[config.mk]
export PLATFORM = sky130hd
export DESIGN_NAME = fir_sample_source
export DESIGN_NICKNAME = d
export VERILOG_FILES = /design/src/rtl/fir_pkg.sv /design/src/rtl/fir_src_fifo.sv /design/src/rtl/fir_sample_source.sv
export SDC_FILE = /design/constraint.sdc
export NUM_CORES = 1
export LEC_CHECK = 0
export CAP_MARGIN = 0
export CORE_MARGIN = 8
export CORE_UTILIZATION = 40
export DETAILED_ROUTE_END_ITERATION = 6
export GPL_TIMING_DRIVEN = 0
export SYNTH_ARGS = -nofsm -noshare
export SYNTH_HDL_FRONTEND = slang
export SYNTH_SLANG_ARGS = --single-unit
export TNS_END_PERCENT = 100
[constraint.sdc]
create_clock -name clock -period 2.2 [get_ports clock]
set_input_delay 0.33 -clock clock [delete_from_list [all_inputs] [get_ports clock]]
set_output_delay 0.33 -clock clock [all_outputs]
set_load 0.005 [all_outputs]
[src/rtl/fir_pkg.sv]
// Shared types and defaults for the FIR sample source.
// FIR_SRC_FLUSH_EN adds the FLUSH state that feeds TAPS trailing zeros per frame.
package fir_pkg;

  localparam int unsigned FIR_TAPS   = 8;
  localparam int unsigned FIR_DATA_W = 8;

`ifdef FIR_SRC_FLUSH_EN
  typedef enum logic [1:0] {
    IDLE   = 2'd0,
    STREAM = 2'd1,
    FLUSH  = 2'd2
  } src_state_e;
`else
  typedef enum logic [1:0] {
    IDLE   = 2'd0,
    STREAM = 2'd1
  } src_state_e;
`endif

endpackage

[src/rtl/fir_src_fifo.sv]
// Circular FIFO holding {last, data} entries; DEPTH must be a power of two.
// The caller guarantees push only when not full and pop only when not empty.
module fir_src_fifo #(
  parameter  int unsigned WIDTH = 9,
  parameter  int unsigned DEPTH = 8,
  localparam int unsigned LVL_W = $clog2(DEPTH) + 1
) (
  input  logic             clock,
  input  logic             reset,
  input  logic             push,
  input  logic             pop,
  input  logic [WIDTH-1:0] wdata,
  output logic [WIDTH-1:0] head_c,
  output logic [LVL_W-1:0] level
);

  localparam int unsigned PTR_W = (DEPTH > 1) ? $clog2(DEPTH) : 1;

  logic [WIDTH-1:0] mem [DEPTH];
  logic [PTR_W-1:0] wr_ptr;
  logic [PTR_W-1:0] rd_ptr;
  logic [LVL_W-1:0] level_q;

  // Pointers wrap naturally at the power-of-two depth.
  always_ff @(posedge clock or negedge reset) begin
    if (!reset) begin
      wr_ptr  <= '0;
      rd_ptr  <= '0;
      level_q <= '0;
    end else begin
      if (push) wr_ptr <= wr_ptr + PTR_W'(1);
      if (pop)  rd_ptr <= rd_ptr + PTR_W'(1);
      level_q <= level_q + LVL_W'(push) - LVL_W'(pop);
    end
  end

  always_ff @(posedge clock) begin
    if (push) mem[wr_ptr] <= wdata;
  end

  assign head_c = mem[rd_ptr];
  assign level  = level_q;

endmodule

[src/rtl/fir_sample_source.sv]
// Buffers frame samples and presents one per tick to an 8-tap FIR.
// FIR_SRC_FLUSH_EN: after each frame's last sample, feed TAPS zeros before frame_done.
module fir_sample_source
  import fir_pkg::*;
#(
  parameter  int unsigned DATA_W = FIR_DATA_W,
  parameter  int unsigned DEPTH  = 8,
  parameter  int unsigned TAPS   = FIR_TAPS,
  localparam int unsigned LVL_W  = $clog2(DEPTH) + 1
) (
  input  logic              clock,
  input  logic              reset,
  input  logic              in_valid,
  output logic              in_ready,
  input  logic [DATA_W-1:0] in_data,
  input  logic              in_last,
  input  logic              tick,
  output logic [DATA_W-1:0] x,
  output logic              x_valid,
  output logic [LVL_W-1:0]  level,
  output logic              busy,
  output logic              underrun,
  output logic              frame_done
);

  src_state_e        state_q, state_d;
  logic [DATA_W-1:0] x_q, x_d;
  logic              x_valid_q, x_valid_d;
  logic              underrun_q, underrun_d;
  logic              frame_done_q, frame_done_d;
  logic              push_c, pop_c;
  logic [DATA_W:0]   head_c;
  logic [LVL_W-1:0]  fifo_level;

`ifdef FIR_SRC_FLUSH_EN
  localparam int unsigned CNT_W = $clog2(TAPS) + 1;
  logic [CNT_W-1:0] cnt_q, cnt_d;
  assign in_ready = (fifo_level < LVL_W'(DEPTH)) && (state_q != FLUSH);
`else
  assign in_ready = fifo_level < LVL_W'(DEPTH);
`endif

  assign push_c = in_valid && in_ready;

  fir_src_fifo #(
    .WIDTH (DATA_W + 1),
    .DEPTH (DEPTH)
  ) u_fifo (
    .clock  (clock),
    .reset  (reset),
    .push   (push_c),
    .pop    (pop_c),
    .wdata  ({in_last, in_data}),
    .head_c (head_c),
    .level  (fifo_level)
  );

  always_ff @(posedge clock or negedge reset) begin
    if (!reset) begin
      state_q      <= IDLE;
      x_q          <= '0;
      x_valid_q    <= 1'b0;
      underrun_q   <= 1'b0;
      frame_done_q <= 1'b0;
`ifdef FIR_SRC_FLUSH_EN
      cnt_q        <= '0;
`endif
    end else begin
      state_q      <= state_d;
      x_q          <= x_d;
      x_valid_q    <= x_valid_d;
      underrun_q   <= underrun_d;
      frame_done_q <= frame_done_d;
`ifdef FIR_SRC_FLUSH_EN
      cnt_q        <= cnt_d;
`endif
    end
  end

  // Pop decision uses the registered (pre-push) level, so a same-cycle push is never bypassed.
  always_comb begin
    state_d      = state_q;
    x_d          = x_q;
    x_valid_d    = x_valid_q;
    underrun_d   = underrun_q;
    frame_done_d = 1'b0;
    pop_c        = 1'b0;
`ifdef FIR_SRC_FLUSH_EN
    cnt_d        = cnt_q;
`endif
    if (tick) begin
      case (state_q)
        IDLE, STREAM: begin
          if (fifo_level != '0) begin
            pop_c     = 1'b1;
            x_d       = head_c[DATA_W-1:0];
            x_valid_d = 1'b1;
            state_d   = STREAM;
            if (head_c[DATA_W]) begin
`ifdef FIR_SRC_FLUSH_EN
              state_d = FLUSH;
              cnt_d   = '0;
`else
              state_d      = IDLE;
              frame_done_d = 1'b1;
`endif
            end
          end else begin
            x_d       = '0;
            x_valid_d = 1'b0;
            if (state_q == STREAM) underrun_d = 1'b1;
          end
        end
`ifdef FIR_SRC_FLUSH_EN
        FLUSH: begin
          x_d       = '0;
          x_valid_d = 1'b1;
          if (cnt_q == CNT_W'(TAPS - 1)) begin
            cnt_d        = '0;
            frame_done_d = 1'b1;
            state_d      = IDLE;
          end else begin
            cnt_d = cnt_q + CNT_W'(1);
          end
        end
`endif
        default: state_d = IDLE;
      endcase
    end
  end

  assign x          = x_q;
  assign x_valid    = x_valid_q;
  assign level      = fifo_level;
  assign busy       = state_q != IDLE;
  assign underrun   = underrun_q;
  assign frame_done = frame_done_q;

endmodule
==> Yosys cells after proc, flatten, opt, wreduce, memory -nomap -nowiden <==
Memory sizes are Yosys's and may differ from the RTL's.
Cells that the tools add are included.
{ "op_classes": {"addsub": 4, "magnitude_cmp": 1, "eq_ne": 2, "muxes": 13, "n_bitwise": 1, "n_reduce_logical": 8} }
{ "ops": {"columns": ["cell", "count"], "rows": [
  ["1-bit 2-to-1 mux", 10],
  ["8-bit 2-to-1 mux", 1],
  ["3-bit by 1-bit adder with 3-bit output (second input constant)", 2],
  ["4-bit by 1-bit adder with 4-bit output", 1],
  ["4-bit less-than comparator (second input constant)", 1],
  ["2-bit 2-to-1 mux", 2],
  ["2-bit AND reduction", 2],
  ["4-bit AND reduction", 1],
  ["4-bit nonzero test", 1],
  ["4-bit by 1-bit subtractor with 4-bit output", 1],
  ["2-bit by 1-bit equality test with 1-bit output (second input constant)", 1],
  ["2-bit zero test", 1],
  ["2-bit != test (second input constant)", 1],
  ["2-bit nonzero test", 1],
  ["2-bit OR reduction", 1],
  ["1-bit logical AND", 1],
  ["1-bit inverter", 1]
]} }
{ "word_totals": {"reg_bits": 23, "ramBits": 72, "output_inout_bits": 17, "n_memories": 1} }
{ "mem_list": {"columns": ["name", "words", "word_bits", "rd", "rd_clocked_by_memory_dff", "wr", "line", "text"], "rows": [
  ["u_fifo.mem", 8, 9, 1, 0, 1, "fir_src_fifo.sv:19", "logic [WIDTH-1:0] mem [DEPTH];"]
]} }

==> Logic depth before layout (Yosys ltp) <==
{ "logic_depth": {"word_depth": 5, "depth_mapped": 11} }

==> Modules after synthesis <==
Synthesis repeated with hierarchy kept, for this count alone.
{ "hier_totals": {"hier_cells": 203, "area_unflattened_um2": 3841.2} }
{ "modules_own_cells": {"columns": ["mod", "instances", "cells_per_inst", "area_each_um2", "seq_area_each_um2"], "rows": [
  ["fir_src_fifo", 1, 154, 3315.7, 2412.3],
  ["fir_sample_source", 1, 49, 525.5, 300.3]
]} }

==> Worst setup path after synthesis <==
No wires, ideal clock.
{ "synth_path": {"kind": "register to register", "start": "register u_fifo.level_q[3] (netlist: u_fifo.level[3])", "end": "register u_fifo.level_q[2] (netlist: u_fifo.level[2])", "arrival_ns": 2.163, "required_ns": 2.078, "path_slack_ns": -0.085, "stages_incl_launch_ff": 11, "n_path_buf": 0, "period_less_slack_ns": 2.285, "path_cell_list": "dfrtp_1 inv_1 ha_1 or3b_4 nand2_1 inv_1 ha_1 inv_1 ha_1 fa_1 xor2_1"} }
{ "synth_between": {"elab_cells_between_ends": 8, "classes_between": "2 x add/sub; 1 x order compare; 3 x mux; 2 x reduce/logical"} }
{ "synth_rtl": {"columns": ["element", "line", "text"], "rows": [
  ["start: declaration", "fir_src_fifo.sv:22", "logic [LVL_W-1:0] level_q;"],
  ["start signal: assignment", "fir_src_fifo.sv:33", "level_q <= level_q + LVL_W'(push) - LVL_W'(pop);"],
  ["4-bit less-than comparator", "fir_sample_source.sv:40", "assign in_ready = fifo_level < LVL_W'(DEPTH);"],
  ["via in_ready", "fir_sample_source.sv:14", "output logic in_ready,"],
  ["1-bit logical AND", "fir_sample_source.sv:43", "assign push_c = in_valid && in_ready;"],
  ["4-bit by 1-bit adder with 4-bit output", "fir_src_fifo.sv:33", null],
  ["4-bit by 1-bit subtractor with 4-bit output", "fir_src_fifo.sv:33", null]
]} }
The timed path passes the listed nets, and every way through them passes these cells.
A chain may end at the register's enable or synchronous reset.

==> Final worst setup path <==
{ "layout_path": {"start": "register u_fifo.level_q[3] (netlist: u_fifo.level[3])", "end": "register u_fifo.level_q[2] (netlist: u_fifo.level[2])"} }
{ "layout_between": {"elab_chain_cells": 5, "elab_cells_between_ends": 8, "classes_between": "2 x add/sub; 1 x order compare; 3 x mux; 2 x reduce/logical"} }
{ "layout_lines": {"columns": ["element", "line", "text"], "rows": [
  ["4-bit nonzero test", "fir_sample_source.sv:94", "if (fifo_level != '0) begin"],
  ["1-bit 2-to-1 mux", "fir_sample_source.sv:94", null],
  ["1-bit 2-to-1 mux", "fir_sample_source.sv:92", "case (state_q)"],
  ["1-bit 2-to-1 mux", "fir_sample_source.sv:91", "if (tick) begin"],
  ["via pop_c", "fir_sample_source.sv:31", "logic push_c, pop_c;"],
  ["4-bit by 1-bit subtractor with 4-bit output", "fir_src_fifo.sv:33", null]
]} }
The timed path passes the listed nets, and every way through them passes these cells.

==> results.json <==
{
  "crit_path_start": "u_fifo.level[3]",
  "critPathKind": "reg2reg",
  "cts_tree": "built",
  "drv_cap": 0,
  "synthesis.area_mm2": 0.00388,
  "grt_pass1_wl_mm": 12.8,
  "post-route-period-util_pct": 102,
  "powerDensity_mw_per_mm2": 1230,
  "placed_area_mm2": 0.00437,
  "place_ws_ns": -0.544,
  "drcViolationCount": 0,
  "htreeDepth": 3,
  "start_util_pct": 40.4,
  "syn_inst": 228,
  "gp_congestion": 0.722,
  "cp.required_ns": 2.45,
  "multi_input_area_mm2": 0.00111,
  "path_clk_slew_ns": 0.10,
  "regToRegEndpoint": "u_fifo.level[2]",
  "worstPathArrival_ns": 2.50,
  "root_buffer": "clkbuf_8",
  "final_util_pct": 48.6,
  "synth_cell_types": 38,
  "clock_latency_ns": 0.36,
  "finalPower_mw": 5.75,
  "final.fill_count": 848,
  "hold_depth": 1,
  "overflow": 0,
  "wl_per_cell_um": 19.8,
  "grt_max_degree": 23,
  "syn_nets": 249,
  "p_leak_nw": 1.61,
  "vdd_drop_max_mv": 0.414,
  "synth_area_leader_cell": "edfxtp_1",
  "std_cell_rows": 36,
  "io_pins": 30,
  "fp.dieW_um": 114,
  "r2r-start": "u_fifo.level[3]",
  "setup_viol": 5,
  "violations": "negative setup slack",
  "syn_to_final_growth_pct": 20.4,
  "yosysTopAreaCellShare_pct": 55.8,
  "fin_crit_ns": 2.25,
  "hp-start": "underrun",
  "drv_slew": 0,
  "final-seq-area_mm2": 0.00271,
  "dr_total_vias": 2082,
  "antenna_found_initial": 0,
  "grt_pass1_vias": 2275,
  "dp.cells": 392,
  "status": "finished, violations left",
  "core_area_mm2": 0.00959,
  "dp_hpwl_mm": 5.09,
  "ys_seq_elements": 94,
  "rrSetupSlack_ns": -0.05,
  "final_antenna_net_count": 0,
  "slew_headroom_pct": 23.9,
  "min_path_type": "reg2reg",
  "wl_mm": 8.19,
  "final_cell_area_mm2": 0.00467,
  "stdcell_count": 414,
  "yosys_warnings": 0,
  "clock.fmax_ghz": 0.445,
  "cts_sinks": 94,
  "finalHoldViolations": 0,
  "synth.area.top_cells": "edfxtp_1, dfrtp_1, nor2b_1, mux4_2, mux2_2",
  "viasPerCell": 5.03,
  "cts_buffers": 9,
  "cp-start-kind": "register",
  "fin_nets": 297,
  "setup_tns_ns": -0.0827,
  "clock_path_buffers": 2,
  "antennaDiodeCount": 0,
  "fin_skew_ns": 0.0113,
  "syn_area_per_cell_um2": 17.0,
  "path_max_fanout": 2,
  "ys_seq_area_share_pct": 70.0,
  "grt_usage_pct": 13.5,
  "dieArea_mm2": 0.0131,
  "hold_end": "underrun",
  "drt_iter0_drc": 104,
  "reg2reg_depth": 11,
  "drt-pass1-iter-count": 5,
  "rsz0062_at_grt": "true",
  "critPathCaptureType": "register",
  "worstMarginPinSlew_ns": 1.14,
  "port_buffers": 29,
  "fp.dieH_um": 114,
  "setup_slack_ns": -0.0469,
  "hold-worst-slack_ns": 0.479,
  "drive_above_1_share_pct": 25.3
}
-- logic make-up after synthesis --
kind of cell / after synthesis / share of synthesized area [%]
AOI/OAI and AO/OA: 30 / 7.32
xor gates and xnor gates: 6 / 1.36
DFF: 94 / 70.0
muxes: 18 / 7.91
and+or+nand+nor: 50 / 7.10
adders and majority gates: 8 / 2.78
buffers and inverters: 22 / 3.58
-- metal layers --
metal | vias up | GRT usage, % | share of wire (%)
li1 | 960 | - | -
met1 | 1069 | 16.9 | 46
met2 | 42 | 21.7 | 48
met3 | 11 | 3.96 | 4.1
met4 | 0 | 4.53 | 1.5
met5 | - | 0 | 0
-- synthesized netlist by cell type, drive strengths merged --
cell type,instances
o21ai,1
buf,9
o22ai,3
dfrtp,22
mux4,8
a21o,2
clkbuf,3
inv,10
nand2,6
a211oi,6
nor2,9
o32ai,2
a21oi,1
edfxtp,72
mux2,9
a2111oi,6
mux2i,1
nor2b,19
ha,7
xnor2,3
o2bb2ai,1
xor2,3
or3b,1
nor3,3
o41ai,6
nand2b,11
o21bai,1
nand3,1
fa,1
o31a,1
-- worst max-delay path: stages (launching register included) --
cell and delay [ns]:
dfrtp_1 0.41, buf_6 0.13, inv_4 0.05, ha_4 0.11
or3b_4 0.39, nand2_4 0.08, inv_4 0.04, ha_4 0.25
inv_2 0.03, ha_2 0.18, fa_2 0.34, xor2_1 0.15
-- power by group --
part,switching [mW],internal [mW],total (mW),leakage (nW)
Clock,0.612,0.413,1.03,0.0849
Combinational,1.14,1.13,2.27,0.614
Sequential,0.183,2.27,2.46,0.912
Total,1.93,3.82,5.75,1.61
-- area by class of cell --
cell class / instances / share of cell area, %
Timing Repair Buffer: 37 / 7.75
Clock buffer: 9 / 2.65
Sequential cell: 94 / 58.1
Multi-Input combinational cell: 112 / 23.8
Clock inverter: 7 / 1.07
Inverter: 10 / 0.912
Tap cell: 133 / 3.57
Buffer: 12 / 2.17
-- sequential cells by signal (all words and copies together) (netlist names) --
register	cells
underrun	1
u_fifo.level	4
x	8
state_q	1
u_fifo.wr_ptr	3
x_valid	1
u_fifo.rd_ptr	3
frame_done	1
u_fifo.mem	72
-- timing repair --
action	4_1_cts	5_1_grt
pin swaps	4	4
hold buffers	0	0
setup buffers	3	3
setup endpoints to repair	57	30
resized for setup	11	10
-- cell usage in the layout (no fill, tap or decap), types with 6 or more instances in the layout --
master	synthesis	layout
inv_1	10	6
clkdlybuf4s50_1	0	29
a211oi_1	6	6
dfrtp_1	22	22
mux2_2	8	8
buf_4	3	8
nor2b_1	19	19
clkbuf_8	0	9
edfxtp_1	72	72
nand2b_1	11	11
-- worst max-delay path by stage --
stage / endpoint / slack, ns / cells past startpoint
finish: u_fifo.level[2] / -0.05 / 11
global placement: u_fifo.mem[4][6] / -1.01 / 5
CTS: u_fifo.mem[5][5] / -0.17 / 5
detailed placement: u_fifo.mem[5][6] / -0.54 / 5
floorplan: u_fifo.level[2] / 0.01 / 10
global route: u_fifo.level[2] / -0.12 / 11
No activity file was read; power rests on OpenSTA's default activity.
